### src/rtl/sc_motor_select_ramp_pkg.sv
// Shared encodings for the motor select/ramp stage: select bus values from the
// behaviour FSM and the per-wheel ramp state codes.
package sc_motor_select_ramp_pkg;

    localparam logic [1:0] SEL_INIT_STOP = 2'b00;
    localparam logic [1:0] SEL_POS       = 2'b01;
    localparam logic [1:0] SEL_AVOID     = 2'b10;
    localparam logic [1:0] SEL_HARD_STOP = 2'b11;

    localparam logic [1:0] ST_RUN   = 2'd0;
    localparam logic [1:0] ST_BRAKE = 2'd1;
    localparam logic [1:0] ST_DEAD  = 2'd2;

endpackage

### src/rtl/sc_motor_select_ramp_if.sv
// Select bus, controller duty/direction sources and ramped wheel outputs.
interface sc_motor_select_ramp_if #(
    parameter int DUTY_W = 8
);
    logic [1:0]        sel_in;
    logic [DUTY_W-1:0] pos_left_duty;
    logic [DUTY_W-1:0] pos_right_duty;
    logic              pos_left_dir;
    logic              pos_right_dir;
    logic [DUTY_W-1:0] avoid_left_duty;
    logic [DUTY_W-1:0] avoid_right_duty;
    logic              avoid_left_dir;
    logic              avoid_right_dir;
    logic [DUTY_W-1:0] left_duty_out;
    logic [DUTY_W-1:0] right_duty_out;
    logic              left_dir_out;
    logic              right_dir_out;
    logic              settled_out;
    logic              hard_stop_out;

    modport master (
        output sel_in, pos_left_duty, pos_right_duty, pos_left_dir, pos_right_dir,
               avoid_left_duty, avoid_right_duty, avoid_left_dir, avoid_right_dir,
        input  left_duty_out, right_duty_out, left_dir_out, right_dir_out,
               settled_out, hard_stop_out
    );

    modport slave (
        input  sel_in, pos_left_duty, pos_right_duty, pos_left_dir, pos_right_dir,
               avoid_left_duty, avoid_right_duty, avoid_left_dir, avoid_right_dir,
        output left_duty_out, right_duty_out, left_dir_out, right_dir_out,
               settled_out, hard_stop_out
    );
endinterface

### src/rtl/sc_motor_select_ramp_wheel.sv
// One wheel: slew-limited duty toward target, with brake-to-zero and a
// dead-time window before the applied direction is allowed to flip.
module sc_wheel_ramp
    import sc_motor_select_ramp_pkg::*;
#(
    parameter int DUTY_W       = 8,
    parameter int STEP         = 4,
    parameter int DEADTIME_CYC = 2500
) (
    input  logic              i_clk,
    input  logic              i_rst,
    input  logic              i_tick,
    input  logic              i_hard_stop,
    input  logic [DUTY_W-1:0] i_target_duty,
    input  logic              i_target_dir,
    output logic [DUTY_W-1:0] o_duty,
    output logic              o_dir,
    output logic              o_at_target
);
    localparam int CNT_W = (DEADTIME_CYC > 1) ? $clog2(DEADTIME_CYC) : 1;
    localparam logic [DUTY_W:0]   STEP_X   = (DUTY_W+1)'(STEP);
    localparam logic [DUTY_W-1:0] STEP_N   = DUTY_W'(STEP);
    localparam logic [CNT_W-1:0]  DEAD_LD  = CNT_W'(DEADTIME_CYC - 1);

    logic [DUTY_W-1:0] r_duty;
    logic              r_dir;
    logic [1:0]        r_state;
    logic [CNT_W-1:0]  r_dead_cnt;

    logic [DUTY_W:0]   w_up;
    logic [DUTY_W-1:0] w_next_run;
    logic [DUTY_W-1:0] w_next_brake;

    // Widened sums so an up-step near full scale cannot wrap before clamping.
    assign w_up = {1'b0, r_duty} + STEP_X;

    always_comb begin
        w_next_run = r_duty;
        if (r_duty < i_target_duty)
            w_next_run = (w_up > {1'b0, i_target_duty}) ? i_target_duty : w_up[DUTY_W-1:0];
        else if (r_duty > i_target_duty)
            w_next_run = (({1'b0, r_duty} - {1'b0, i_target_duty}) > STEP_X) ?
                         (r_duty - STEP_N) : i_target_duty;
    end

    assign w_next_brake = ({1'b0, r_duty} > STEP_X) ? (r_duty - STEP_N) : '0;

    always_ff @(posedge i_clk or posedge i_rst) begin
        if (i_rst) begin
            r_duty     <= '0;
            r_dir      <= 1'b0;
            r_state    <= ST_RUN;
            r_dead_cnt <= '0;
        end else if (i_hard_stop) begin
            r_duty     <= '0;
            r_state    <= ST_RUN;
            r_dead_cnt <= '0;
        end else begin
            case (r_state)
                ST_RUN: begin
                    if (i_target_dir != r_dir) r_state <= ST_BRAKE;
                    else if (i_tick)           r_duty  <= w_next_run;
                end
                ST_BRAKE: begin
                    if (i_target_dir == r_dir) begin
                        r_state <= ST_RUN;
                    end else if (r_duty == '0) begin
                        r_dead_cnt <= DEAD_LD;
                        r_state    <= ST_DEAD;
                    end else if (i_tick) begin
                        r_duty <= w_next_brake;
                    end
                end
                ST_DEAD: begin
                    r_duty <= '0;
                    if (r_dead_cnt == '0) begin
                        r_dir   <= i_target_dir;
                        r_state <= ST_RUN;
                    end else begin
                        r_dead_cnt <= r_dead_cnt - 1'b1;
                    end
                end
                default: r_state <= ST_RUN;
            endcase
        end
    end

    assign o_duty      = r_duty;
    assign o_dir       = r_dir;
    assign o_at_target = (r_state == ST_RUN) && (r_duty == i_target_duty) && (r_dir == i_target_dir);

endmodule

### src/rtl/sc_motor_select_ramp.sv
// Select-bus consumer: registers the behaviour FSM select, picks per-wheel
// targets, and drives both wheel ramps from one shared free-running prescaler.
module sc_motor_select_ramp
    import sc_motor_select_ramp_pkg::*;
#(
    parameter int DUTY_W       = 8,
    parameter int RAMP_DIV     = 5000,
    parameter int STEP         = 4,
    parameter int DEADTIME_CYC = 2500
) (
    input  logic                    SC_STATEMACHINE_MUX41_CLOCK_50,
    input  logic                    SC_STATEMACHINE_MUX41_RESET_InHigh,
    sc_motor_select_ramp_if.slave   io_bus
);
    localparam int PW = $clog2(RAMP_DIV);
    localparam logic [PW-1:0] PRESC_TOP = PW'(RAMP_DIV - 1);

    logic [1:0]        r_sel;
    logic [PW-1:0]     r_presc;
    logic              r_settled;
    logic              r_hard_stop;

    logic              w_tick;
    logic              w_hard;
    logic [DUTY_W-1:0] w_tgt_l_duty, w_tgt_r_duty;
    logic              w_tgt_l_dir, w_tgt_r_dir;
    logic [DUTY_W-1:0] w_l_duty, w_r_duty;
    logic              w_l_dir, w_r_dir;
    logic              w_l_at, w_r_at;

    assign w_tick = (r_presc == PRESC_TOP);
    assign w_hard = (r_sel == SEL_HARD_STOP);

    always_ff @(posedge SC_STATEMACHINE_MUX41_CLOCK_50 or posedge SC_STATEMACHINE_MUX41_RESET_InHigh) begin
        if (SC_STATEMACHINE_MUX41_RESET_InHigh) begin
            r_sel       <= SEL_INIT_STOP;
            r_presc     <= '0;
            r_settled   <= 1'b0;
            r_hard_stop <= 1'b0;
        end else begin
            r_sel       <= io_bus.sel_in;
            r_presc     <= w_tick ? '0 : r_presc + 1'b1;
            r_settled   <= w_l_at && w_r_at && !w_hard;
            r_hard_stop <= w_hard;
        end
    end

    // Stop selections hold the applied direction so they never trigger a reversal.
    always_comb begin
        w_tgt_l_duty = '0;
        w_tgt_r_duty = '0;
        w_tgt_l_dir  = w_l_dir;
        w_tgt_r_dir  = w_r_dir;
        case (r_sel)
            SEL_POS: begin
                w_tgt_l_duty = io_bus.pos_left_duty;
                w_tgt_r_duty = io_bus.pos_right_duty;
                w_tgt_l_dir  = io_bus.pos_left_dir;
                w_tgt_r_dir  = io_bus.pos_right_dir;
            end
            SEL_AVOID: begin
                w_tgt_l_duty = io_bus.avoid_left_duty;
                w_tgt_r_duty = io_bus.avoid_right_duty;
                w_tgt_l_dir  = io_bus.avoid_left_dir;
                w_tgt_r_dir  = io_bus.avoid_right_dir;
            end
            default: ;
        endcase
    end

    sc_wheel_ramp #(.DUTY_W(DUTY_W), .STEP(STEP), .DEADTIME_CYC(DEADTIME_CYC)) u_left (
        .i_clk(SC_STATEMACHINE_MUX41_CLOCK_50), .i_rst(SC_STATEMACHINE_MUX41_RESET_InHigh),
        .i_tick(w_tick), .i_hard_stop(w_hard),
        .i_target_duty(w_tgt_l_duty), .i_target_dir(w_tgt_l_dir),
        .o_duty(w_l_duty), .o_dir(w_l_dir), .o_at_target(w_l_at)
    );

    sc_wheel_ramp #(.DUTY_W(DUTY_W), .STEP(STEP), .DEADTIME_CYC(DEADTIME_CYC)) u_right (
        .i_clk(SC_STATEMACHINE_MUX41_CLOCK_50), .i_rst(SC_STATEMACHINE_MUX41_RESET_InHigh),
        .i_tick(w_tick), .i_hard_stop(w_hard),
        .i_target_duty(w_tgt_r_duty), .i_target_dir(w_tgt_r_dir),
        .o_duty(w_r_duty), .o_dir(w_r_dir), .o_at_target(w_r_at)
    );

    assign io_bus.left_duty_out  = w_l_duty;
    assign io_bus.right_duty_out = w_r_duty;
    assign io_bus.left_dir_out   = w_l_dir;
    assign io_bus.right_dir_out  = w_r_dir;
    assign io_bus.settled_out    = r_settled;
    assign io_bus.hard_stop_out  = r_hard_stop;

endmodule

### src/flat_wrapper.sv
// flat-port wrapper written by rule: the top's interface ports become plain ports
module sc_motor_select_ramp_flat import sc_motor_select_ramp_pkg::*;
#(
    parameter int DUTY_W       = 8,
    parameter int RAMP_DIV     = 5000,
    parameter int STEP         = 4,
    parameter int DEADTIME_CYC = 2500
)
  (SC_STATEMACHINE_MUX41_CLOCK_50, SC_STATEMACHINE_MUX41_RESET_InHigh, io_bus_sel_in, io_bus_pos_left_duty, io_bus_pos_right_duty, io_bus_pos_left_dir, io_bus_pos_right_dir, io_bus_avoid_left_duty, io_bus_avoid_right_duty, io_bus_avoid_left_dir, io_bus_avoid_right_dir, io_bus_left_duty_out, io_bus_right_duty_out, io_bus_left_dir_out, io_bus_right_dir_out, io_bus_settled_out, io_bus_hard_stop_out);
  sc_motor_select_ramp_if #(.DUTY_W(DUTY_W)) io_bus_i ();
  input  logic SC_STATEMACHINE_MUX41_CLOCK_50;
  input  logic SC_STATEMACHINE_MUX41_RESET_InHigh;
  input wire logic [$bits(io_bus_i.sel_in)-1:0] io_bus_sel_in;
  input wire logic [$bits(io_bus_i.pos_left_duty)-1:0] io_bus_pos_left_duty;
  input wire logic [$bits(io_bus_i.pos_right_duty)-1:0] io_bus_pos_right_duty;
  input wire logic [$bits(io_bus_i.pos_left_dir)-1:0] io_bus_pos_left_dir;
  input wire logic [$bits(io_bus_i.pos_right_dir)-1:0] io_bus_pos_right_dir;
  input wire logic [$bits(io_bus_i.avoid_left_duty)-1:0] io_bus_avoid_left_duty;
  input wire logic [$bits(io_bus_i.avoid_right_duty)-1:0] io_bus_avoid_right_duty;
  input wire logic [$bits(io_bus_i.avoid_left_dir)-1:0] io_bus_avoid_left_dir;
  input wire logic [$bits(io_bus_i.avoid_right_dir)-1:0] io_bus_avoid_right_dir;
  output wire logic [$bits(io_bus_i.left_duty_out)-1:0] io_bus_left_duty_out;
  output wire logic [$bits(io_bus_i.right_duty_out)-1:0] io_bus_right_duty_out;
  output wire logic [$bits(io_bus_i.left_dir_out)-1:0] io_bus_left_dir_out;
  output wire logic [$bits(io_bus_i.right_dir_out)-1:0] io_bus_right_dir_out;
  output wire logic [$bits(io_bus_i.settled_out)-1:0] io_bus_settled_out;
  output wire logic [$bits(io_bus_i.hard_stop_out)-1:0] io_bus_hard_stop_out;
  assign io_bus_i.sel_in = io_bus_sel_in;
  assign io_bus_i.pos_left_duty = io_bus_pos_left_duty;
  assign io_bus_i.pos_right_duty = io_bus_pos_right_duty;
  assign io_bus_i.pos_left_dir = io_bus_pos_left_dir;
  assign io_bus_i.pos_right_dir = io_bus_pos_right_dir;
  assign io_bus_i.avoid_left_duty = io_bus_avoid_left_duty;
  assign io_bus_i.avoid_right_duty = io_bus_avoid_right_duty;
  assign io_bus_i.avoid_left_dir = io_bus_avoid_left_dir;
  assign io_bus_i.avoid_right_dir = io_bus_avoid_right_dir;
  assign io_bus_left_duty_out = io_bus_i.left_duty_out;
  assign io_bus_right_duty_out = io_bus_i.right_duty_out;
  assign io_bus_left_dir_out = io_bus_i.left_dir_out;
  assign io_bus_right_dir_out = io_bus_i.right_dir_out;
  assign io_bus_settled_out = io_bus_i.settled_out;
  assign io_bus_hard_stop_out = io_bus_i.hard_stop_out;
  sc_motor_select_ramp #(.DUTY_W(DUTY_W), .RAMP_DIV(RAMP_DIV), .STEP(STEP), .DEADTIME_CYC(DEADTIME_CYC)) u_core (.SC_STATEMACHINE_MUX41_CLOCK_50(SC_STATEMACHINE_MUX41_CLOCK_50), .SC_STATEMACHINE_MUX41_RESET_InHigh(SC_STATEMACHINE_MUX41_RESET_InHigh), .io_bus(io_bus_i));
endmodule
### config.mk
export PLATFORM = sky130hd
export DESIGN_NAME = sc_motor_select_ramp_flat
export DESIGN_NICKNAME = d
export VERILOG_FILES = /design/src/rtl/sc_motor_select_ramp_pkg.sv /design/src/rtl/sc_motor_select_ramp_if.sv /design/src/rtl/sc_motor_select_ramp_wheel.sv /design/src/rtl/sc_motor_select_ramp.sv /design/src/flat_wrapper.sv
export SDC_FILE = /design/constraint.sdc
export NUM_CORES = 1
export LEC_CHECK = 0
export CAP_MARGIN = 20
export CORE_MARGIN = 2
export CORE_UTILIZATION = 40
export DETAILED_ROUTE_END_ITERATION = 6
export GPL_ROUTABILITY_DRIVEN = 0
export GPL_TIMING_DRIVEN = 0
export SLEW_MARGIN = 20
export SYNTH_ARGS = -nofsm -noshare
export SYNTH_HDL_FRONTEND = slang
export SYNTH_SLANG_ARGS = --single-unit
### constraint.sdc
create_clock -name SC_STATEMACHINE_MUX41_CLOCK_50 -period 11.8 [get_ports SC_STATEMACHINE_MUX41_CLOCK_50]
set_clock_uncertainty 0.15 [all_clocks]
set_input_delay 1.77 -clock SC_STATEMACHINE_MUX41_CLOCK_50 [delete_from_list [all_inputs] [get_ports SC_STATEMACHINE_MUX41_CLOCK_50]]
set_output_delay 1.77 -clock SC_STATEMACHINE_MUX41_CLOCK_50 [all_outputs]
set_load 0.01 [all_outputs]
==> run_results.csv, run 1 <==
group,metric,value,unit
outcome,status,"completed",
timing,setup_viol,0,
timing,tightest_slew,805.5,ps
global_route,grt_util_all_layers,0.2165,
place,port_buffers,59,
yosys,syn_area,5727,um^2
global_route,grt_pass1_wl,26330,um
pwr,irDropWorstVdd,0.1036,mV
drt,route.vias.total,5456,
floorplanning,rows,43,
floorplanning,die_area,15290,um^2
flow_run,drv_cap,0,
yosys,syn_area_per_cell,8.484,um^2
cells_and_area,diodes,0,
yosys,syn_nets,765,
timing,period_minus_slack,5124,ps
pwr,leakage,0.002820,uW
yosys,postSynth.asyncResetShare,1.000,
floorplanning,fp.dieH,123.7,um
setup_path,cp-end-kind,"register",
timing,fmax,0.1952,GHz
clock_network,clkSinkCount,63,
setup_path,cpPeakStageDelay,620,ps
pwr,power_density,249.5,nW/um^2
setup_path,crit_family,"compound AO/OA/AOI/OAI gates",
cells_and_area,final_nets,836,
yosys,yosysWarnings,0,
timing,rsz0062_at_grt,"false",
setup_path,critPathKind,"primary input to register",
setup_path,worstPathCellList,"clkdlybuf4s50_1 -> a22oi_1 -> nor2_1 -> ha_1 -> fa_1 -> o21bai_1 -> nand4_1 -> o311ai_1 -> nand3_1 -> a2111o_1 -> a311oi_2",
yosys,synth-seq-cells,63,
drt,first_iter_violations,324,
cells_and_area,drive_gt1_frac,0.08389,
drt,wirelength,16180,um
timing,hold_viol,0,
yosys,synthFlopType,"dfrtp_1",
setup_path,cp_slowest_cell,"o311ai_1",
yosys,yosysUniqueCellTypes,85,
clock_network,cts_hold_buf,0,
clock_network,clk_pin_slew,60,ps
drt,first_pass_iters,5,
yosys,synth-edff-count,0,
clock_network,cts-root-buf,"clkbuf_16",
global_route,grt_overflow,0,
floorplanning,ioPinCount,60,
setup_path,path_max_fanout,5,
timing,setup-tns-final,0,ps
clock_network,cts_tree,"done",
setup_path,worstPathArrival,5210,ps
place,dpl.hpwl,12270,um
hold_path,hold_class,"register to register",
setup_path,crit_buf_inv,1,
yosys,ys_seq_area_frac,0.2753,
clock_network,cts_max_level,3,
setup_path,required,11880,ps
timing,fin_crit_sh,0.4342,
drt,ant_nets,0,
clock_network,cts_buffers,9,
global_route,antenna_found_initial,0,
clock_network,clk_latency,330,ps
floorplanning,initial_core_util,0.4110,
pwr,p_total,1715,uW
timing,holdWs,350.9,ps
cells_and_area,areaGrowthSynthToFinish,19.99,%
drt,wl_per_cell,17.38,um
clock_network,cts_setup_buffers,0,
timing,maxSlewViolCount,0,
global_route,grt_max_degree,46,
yosys,synthCells,675,
floorplanning,die_w,123.7,um
clock_network,cts_buffer_depth,2,
floorplanning,core,13930,um^2
global_route,grt_pass1_vias,5327,
drt,drcViolationCount,0,
setup_path,worstSetupStartpointType,"primary input",
drt,vias_per_cell,5.860,
timing,worst_slew_margin_rel,0.4584,
clock_network,cts_resized,0,
-- worst paths after layout --
path	startpoint	end	slack [ps]	depth (start not counted)
max in group asynchronous	SC_STATEMACHINE_MUX41_RESET_InHigh	u_core.u_right.r_dead_cnt[1]$_DFFE_PP0P_	9380	3
min in group asynchronous	SC_STATEMACHINE_MUX41_RESET_InHigh	u_core.u_left.r_dead_cnt[10]$_DFFE_PP0P_	1600	2
min	u_core.r_presc[4]$_DFF_PP0_	u_core.r_presc[4]$_DFF_PP0_	350	1
min reg2reg	u_core.r_presc[4]$_DFF_PP0_	u_core.r_presc[4]$_DFF_PP0_	350	1
max reg2reg	u_core.r_sel[0]$_DFF_PP0_	u_core.u_left.o_duty[4]$_DFFE_PP0P_	6850	13
max	io_bus_avoid_left_duty[0]	u_core.u_left.o_duty[4]$_DFFE_PP0P_	6680	11
-- cells in the final DEF, fill, tap and decap left out, types with 8 or more instances in the layout --
cell | netlist | layout
a21oi_1 | 31 | 31
a22oi_1 | 18 | 18
a31oi_1 | 9 | 9
and3_1 | 10 | 10
clkbuf_1 | 18 | 18
clkbuf_16 | 0 | 9
clkdlybuf4s50_1 | 0 | 59
dfrtp_1 | 63 | 63
ha_1 | 48 | 48
inv_1 | 41 | 40
mux2i_1 | 16 | 16
nand2_1 | 35 | 35
nand3_1 | 22 | 22
nor2_1 | 85 | 85
nor2b_1 | 8 | 8
nor3_1 | 16 | 16
nor4_1 | 9 | 9
o21ai_0 | 27 | 27
o21ai_1 | 9 | 9
or2_2 | 10 | 10
xnor2_1 | 25 | 25
xor2_1 | 17 | 17
-- flip-flops by register name, summed over array words and instances (netlist names), 2 cells and up --
signal	flops
u_core.r_presc	13
u_core.r_sel	2
u_core.u_left.o_duty	8
u_core.u_left.r_dead_cnt	12
u_core.u_left.r_state	2
u_core.u_right.o_duty	8
u_core.u_right.r_dead_cnt	12
u_core.u_right.r_state	2
-- synthesized netlist by cell type (5+ instances only) --
library cell	count	area share
nor2_1	85	0.056
dfrtp_1	63	0.28
ha_1	48	0.10
inv_1	41	0.027
nand2_1	35	0.023
a21oi_1	31	0.027
o21ai_0	27	0.024
xnor2_1	25	0.038
nand3_1	22	0.019
a22oi_1	18	0.024
clkbuf_1	18	0.012
xor2_1	17	0.026
mux2i_1	16	0.028
nor3_1	16	0.014
and3_1	10	0.011
or2_2	10	0.011
a31oi_1	9	0.0098
nor4_1	9	0.0098
o21ai_1	9	0.0079
nor2b_1	8	0.0087
nand4_1	7	0.0076
o21a_1	7	0.0092
o31ai_1	7	0.0092
a211oi_1	6	0.0079
nor3b_1	6	0.0079
or3_1	6	0.0066
buf_2	5	0.0044
nand2b_1	5	0.0055
o211ai_1	5	0.0066
o22a_1	5	0.0076
-- kinds of logic (layout without fill, tap and decap cells) --
logic type	after synthesis	count (layout)	synth area share
fa+ha+maj	50	50	0.1119
mux	20	20	0.03583
flops	63	63	0.2753
xor+xnor	42	42	0.06423
compound gates	187	187	0.2410
simple gates	241	241	0.2180
buf+inv	72	148	0.05374
-- stage by stage --
step,instance area (um^2),setup slack (ps),util,std cells
floorplan,5727,7235,-,675
global placement,6543,6389,0.4695,914
detailed placement,6573,6377,0.4717,915
CTS,6872,6708,0.4931,931
global route,6872,6500,0.4931,931
finish,6872,6676,0.4931,931
-- worst reg2reg max path, delay by kind of cell (launching register included) --
kind	cells	cell delay, ps
buf+inv	3	1080
simple gates	3	560
flops	1	380
compound gates	4	1680
fa+ha+maj	3	1030
-- per-layer routing --
metal	vias to the layer above	global-route usage	part of all wire	routed length, um
met4	0	0.06818	0.018	291
met2	151	0.3516	0.45	7300
met3	22	0.03205	0.048	769
met1	2658	0.2974	0.48	7824
met5	-	0	0	0
li1	2625	-	-	-
-- final cells by class --
class                   count  area [um^2]
fillers                  1338         7063
multi-input cells         540         3842
flip-flops and latches     63         1577
repair buffers             60        618.1
clock buffers              10        239.0
well taps                 180        225.2
inverters                  42        160.2
plain buffers              30        150.1
clock inverters             6        60.06
-- where the power goes --
group          total (uW)  internal, uW  switching [uW]
logic                1100           459             643
registers             344           270            74.2
clock network         268           168             100
total                1710           897             817
(Power assumes the default switching activity.)
==> run 2: changes to the inputs <==
==> constraint.sdc (replaced) <==
create_clock -name SC_STATEMACHINE_MUX41_CLOCK_50 -period 4.87 [get_ports SC_STATEMACHINE_MUX41_CLOCK_50]
set_clock_uncertainty 0.15 [all_clocks]
set_input_delay 0.7305 -clock SC_STATEMACHINE_MUX41_CLOCK_50 [delete_from_list [all_inputs] [get_ports SC_STATEMACHINE_MUX41_CLOCK_50]]
set_output_delay 0.7305 -clock SC_STATEMACHINE_MUX41_CLOCK_50 [all_outputs]
set_load 0.01 [all_outputs]
==> run_results.csv, run 2 (same netlist as run 1, synthesis figures left out) <==
group,metric,value,unit
timing,maxSlewViolCount,0,
drt,first_iter_violations,320,
clock_network,cts_buffers,9,
cells_and_area,areaGrowthSynthToFinish,20.06,%
floorplanning,rows,43,
cells_and_area,final_common_cell,"nor2_1",
drt,drcViolationCount,0,
clock_network,cts_max_level,3,
clock_network,cts_buffer_depth,2,
cells_and_area,final_nets,835,
outcome,status,"completed",
clock_network,cts-root-buf,"clkbuf_16",
setup_path,path_max_fanout,13,
setup_path,required,4970,ps
global_route,grt_util_all_layers,0.2158,
timing,setup_viol,0,
floorplanning,die_w,123.7,um
hold_path,worstHoldStart,"u_core.r_presc[4]$_DFF_PP0_",
hold_path,hold_end,"u_core.r_presc[4]$_DFF_PP0_",
floorplanning,core,13930,um^2
global_route,grt_overflow,0,
setup_path,reg2reg_slack,270,ps
setup_path,cpPeakStageDelay,650,ps
drt,wirelength,16140,um
setup_path,cp_slowest_cell,"ha_1",
timing,fin_crit_sh,0.9444,
pwr,power_density,605.3,nW/um^2
setup_path,r2r-start,"u_core.r_sel[0]$_DFF_PP0_",
timing,period_minus_slack,4599,ps
cells_and_area,largestRegisters,"u_core.r_presc x13, u_core.u_left.r_dead_cnt x12, u_core.u_right.r_dead_cnt x12",
floorplanning,initial_core_util,0.4110,
global_route,antenna_found_initial,0,
setup_path,reg2reg_to,"u_core.u_left.o_duty[2]$_DFFE_PP0P_",
cells_and_area,top_register,"u_core.r_presc",
hold_path,hold_class,"register to register",
drt,route.vias.total,5446,
flow_run,drv_cap,0,
drt,first_pass_iters,5,
place,dpl.hpwl,12270,um
setup_path,critPathKind,"register to register",
global_route,grt_pass1_vias,5329,
clock_network,cts_tree,"done",
timing,tightest_slew,828.7,ps
cells_and_area,postLayoutCoreUtil,0.4934,
timing,fmax,0.2174,GHz
floorplanning,fp.dieH,123.7,um
clock_network,clkSinkCount,63,
timing,setup-tns-final,0,ps
setup_path,cp-end-kind,"register",
pwr,irDropWorstVdd,0.2498,mV
setup_path,worstPathCellList,"inv_1 -> ha_1 -> clkbuf_1 -> nor2_1 -> ha_1 -> fa_1 -> o21bai_1 -> a2111oi_0 -> a31oi_1 -> o311ai_2 -> and3_1 -> clkbuf_2 -> or4_1 -> a31oi_1",
pwr,p_total,4161,uW
clock_network,cts_hold_buf,0,
drt,ant_nets,0,
global_route,grt_max_degree,46,
cells_and_area,largest_reg_flops,13,
floorplanning,ioPinCount,60,
setup_path,worstSetupStartpointType,"register",
clock_network,clk_latency,330,ps
pwr,leakage,0.002820,uW
cells_and_area,layout_common_cells,"nor2_1, dfrtp_1, clkdlybuf4s50_1",
clock_network,clk_pin_slew,50,ps
floorplanning,die_area,15290,um^2
hold_path,min_path_cells,1,
cells_and_area,diodes,0,
global_route,grt_pass1_wl,26260,um
drt,wl_per_cell,17.35,um
timing,hold_viol,0,
setup_path,worstPathArrival,4700,ps
place,port_buffers,59,
cells_and_area,drive_gt1_frac,0.08533,
timing,worst_slew_margin_rel,0.4428,
drt,vias_per_cell,5.856,
setup_path,reg2regPathDepth,14,
timing,rsz0062_at_grt,"false",
## run 2: timing repair
item	in CTS	in global routing
setup buffers	0	0
endpoints found under the setup margin	2	3
gates resized for setup	0	1
## run 2: worst max-delay path, delay by kind of cell (launching register included)
kind / cells / cell delay [ps]
DFF: 1 / 380
buffers and inverters: 3 / 700
and+or+nand+nor: 3 / 870
adders and majority gates: 3 / 1300
AOI/OAI and AO/OA: 5 / 1110
## run 2: how the worst max path moves through the flow
stage / slack [ps] / from / cells past startpoint / end
after global routing: 10 / u_core.r_sel[0]$_DFF_PP0_ / 14 / u_core.u_left.o_duty[5]$_DFFE_PP0P_
after floorplan: 1020 / u_core.r_sel[0]$_DFF_PP0_ / 16 / u_core.u_right.o_duty[0]$_DFFE_PP0P_
final: 270 / u_core.r_sel[0]$_DFF_PP0_ / 14 / u_core.u_left.o_duty[2]$_DFFE_PP0P_
after detailed placement: -20 / u_core.r_sel[0]$_DFF_PP0_ / 13 / u_core.u_left.o_duty[4]$_DFFE_PP0P_
after global placement: -0.6 / u_core.r_sel[0]$_DFF_PP0_ / 13 / u_core.u_left.o_duty[4]$_DFFE_PP0P_
after CTS: 190 / u_core.r_sel[0]$_DFF_PP0_ / 12 / u_core.u_left.o_duty[4]$_DFFE_PP0P_
## run 2: stage by stage
stage	instance area (um^2)	hold slack, ps	setup slack [ps]	instances
3_5_place_dp	6573	339.8	-23.34	915
6_report	6875	351.2	271.0	930
5_1_grt	6875	365.7	13.94	930
3_3_place_gp	6543	329.5	-0.6199	914
2_1_floorplan	5727	304.4	1019	675
4_1_cts	6868	351.5	192.2	930
## run 2: layout make-up
class | instances | area [um^2]
Fill cell | 1337 | 7059
Multi-Input combinational cell | 540 | 3850
Sequential cell | 63 | 1577
Timing Repair Buffer | 60 | 618.1
Clock buffer | 10 | 239.0
Tap cell | 180 | 225.2
Inverter | 42 | 160.2
Buffer | 29 | 146.4
Clock inverter | 6 | 60.06
## run 2: power by group
| group | switching, uW | internal, uW |
|---|---|---|
| Combinational | 1560 | 1120 |
| Clock | 242 | 407 |
| Sequential | 179 | 654 |
| Total | 1980 | 2180 |
## run 2: metal layers
metal / up-vias / GRT usage / part of all wire
li1: 2623 / - / -
met1: 2667 / 0.2974 / 0.48
met2: 136 / 0.3492 / 0.45
met3: 20 / 0.03205 / 0.049
met4: 0 / 0.06818 / 0.018
met5: - / 0 / 0
==> run 3: changes to the inputs <==
--- a/config.mk
+++ b/config.mk
@@ -8,9 +8,9 @@
 export CAP_MARGIN = 20
 export CORE_MARGIN = 2
 export CORE_UTILIZATION = 40
+export CTS_CLUSTER_SIZE = 30
 export DETAILED_ROUTE_END_ITERATION = 6
 export GPL_ROUTABILITY_DRIVEN = 0
-export GPL_TIMING_DRIVEN = 0
 export SLEW_MARGIN = 20
 export SYNTH_ARGS = -nofsm -noshare
 export SYNTH_HDL_FRONTEND = slang
==> constraint.sdc (replaced) <==
create_clock -name SC_STATEMACHINE_MUX41_CLOCK_50 -period 4.5 [get_ports SC_STATEMACHINE_MUX41_CLOCK_50]
set_clock_uncertainty 0.15 [all_clocks]
set_input_delay 0.675 -clock SC_STATEMACHINE_MUX41_CLOCK_50 [delete_from_list [all_inputs] [get_ports SC_STATEMACHINE_MUX41_CLOCK_50]]
set_output_delay 0.675 -clock SC_STATEMACHINE_MUX41_CLOCK_50 [all_outputs]
set_load 0.01 [all_outputs]
==> run_results.csv, run 3 (same netlist as run 1, synthesis figures left out) <==
group,metric,value,unit
drt,ant_nets,0,
timing,holdWs,341.3,ps
drt,first_iter_violations,360,
floorplanning,die_w,123.7,um
setup_path,cp-end-kind,"register",
timing,rsz0062_at_grt,"false",
floorplanning,core,13930,um^2
cells_and_area,final_nets,820,
drt,wl_per_cell,16.82,um
drt,wirelength,15380,um
timing,worst_slew_margin_rel,0.4154,
timing,setup_viol,0,
timing,setup-tns-final,0,ps
cells_and_area,fillCellCount,1321,
pwr,power_density,664.3,nW/um^2
place,dpl.hpwl,11660,um
cells_and_area,layout_common_cells,"nor2_1, dfrtp_1, clkdlybuf4s50_1",
global_route,grt_pass1_vias,5115,
flow_run,drv_cap,0,
pwr,leakage,0.002818,uW
timing,hold_viol,0,
clock_network,clkSinkCount,63,
clock_network,cts_buffer_depth,2,
setup_path,crit_buf_inv,3,
floorplanning,rows,43,
floorplanning,initial_core_util,0.4110,
clock_network,cts_tree,"done",
setup_path,required,4590,ps
cells_and_area,postLayoutCoreUtil,0.4895,
setup_path,worst-path-stages,14,
setup_path,critPathKind,"register to register",
cells_and_area,top_register,"u_core.r_presc",
clock_network,clk_latency,320,ps
setup_path,reg2regPathDepth,14,
cells_and_area,final_common_cell,"nor2_1",
timing,tightest_slew,869.5,ps
outcome,status,"completed",
cells_and_area,largestRegisters,"u_core.r_presc x13, u_core.u_left.r_dead_cnt x12, u_core.u_right.r_dead_cnt x12",
hold_path,hold_class,"register to register",
drt,route.vias.total,5313,
setup_path,path_max_fanout,11,
floorplanning,ioPinCount,60,
hold_path,min_path_cells,1,
cells_and_area,diodes,0,
clock_network,cts-root-buf,"clkbuf_16",
timing,period_minus_slack,4234,ps
setup_path,worstSetupStartpointType,"register",
global_route,grt_max_degree,40,
global_route,grt_util_all_layers,0.2074,
timing,fin_crit_sh,0.9408,
setup_path,worstPathCellList,"inv_1 -> ha_1 -> buf_4 -> a22oi_1 -> or2_2 -> ha_1 -> and3_1 -> a221o_1 -> a211o_1 -> a21o_1 -> a221oi_4 -> buf_4 -> a31o_2 -> mux2i_1",
setup_path,cpPeakStageDelay,490,ps
setup_path,worstPathArrival,4320,ps
cells_and_area,areaGrowthSynthToFinish,19.10,%
timing,maxSlewViolCount,0,
drt,drcViolationCount,0,
clock_network,cts_buffers,9,
setup_path,crit_family,"compound AO/OA/AOI/OAI gates",
clock_network,cts_max_level,3,
setup_path,cp_slowest_cell,"ha_1",
timing,fmax,0.2362,GHz
clock_network,clk_pin_slew,50,ps
pwr,irDropWorstVdd,0.2038,mV
global_route,antenna_found_initial,0,
drt,vias_per_cell,5.813,
clock_network,cts_setup_buffers,0,
place,port_buffers,59,
drt,first_pass_iters,6,
cells_and_area,largest_reg_flops,13,
floorplanning,fp.dieH,123.7,um
floorplanning,die_area,15290,um^2
global_route,grt_overflow,0,
global_route,grt_pass1_wl,25320,um
cells_and_area,drive_gt1_frac,0.08992,
==> run 3: worst paths after layout <==
path | start | end | slack, ps
max reg2reg | u_core.r_sel[1]$_DFF_PP0_ | u_core.u_left.o_duty[0]$_DFFE_PP0P_ | 270
max in group asynchronous | SC_STATEMACHINE_MUX41_RESET_InHigh | u_core.u_right.r_dead_cnt[2]$_DFFE_PP0P_ | 2680
max | u_core.r_sel[1]$_DFF_PP0_ | u_core.u_left.o_duty[0]$_DFFE_PP0P_ | 270
min in group asynchronous | SC_STATEMACHINE_MUX41_RESET_InHigh | u_core.u_left.r_dead_cnt[4]$_DFFE_PP0P_ | 690
min reg2reg | u_core.r_presc[4]$_DFF_PP0_ | u_core.r_presc[4]$_DFF_PP0_ | 340
min | u_core.r_presc[4]$_DFF_PP0_ | u_core.r_presc[4]$_DFF_PP0_ | 340
==> run 3: power by group <==
part / switching, uW / internal [uW] / total, uW
clock network: 239 / 495 / 733
logic: 1630 / 1220 / 2850
registers: 237 / 708 / 945
total: 2110 / 2430 / 4530
==> run 3: routing by layer <==
metal	global-route usage	up-vias	wire length, um
li1	-	2584	-
met1	0.2834	2538	7212
met2	0.3341	172	6970
met3	0.03938	19	953
met4	0.06108	0	239
met5	0	-	0
==> run 3: cell type report <==
class	instances	area, um^2	share of cell area
multi-input combinational	540	3845	0.5638
clock buffer	11	242.7	0.03559
tap	180	225.2	0.03302
sequential	63	1577	0.2311
inverter	42	157.7	0.02311
timing repair buffer	74	703.2	0.1031
clock inverter	4	70.07	0.01027
==> run 3: per-stage QoR <==
stage | instance area [um^2] | worst slack (ps) | power (uW) | instances
6_report | 6820 | 266.4 | 4531 | 914
5_1_grt | 6820 | 44.48 | 4911 | 914
4_1_cts | 6818 | 190.4 | 4508 | 914
3_5_place_dp | 6505 | 217.8 | 3745 | 899
3_3_place_gp | 6505 | 263.8 | 3697 | 899
2_1_floorplan | 5727 | 648.7 | 3017 | 675
==> run 3: repair_timing <==
action | in CTS | in global routing
resized for setup | 0 | 1
hold buffers | 0 | 0
endpoints found under the setup margin | 0 | 5
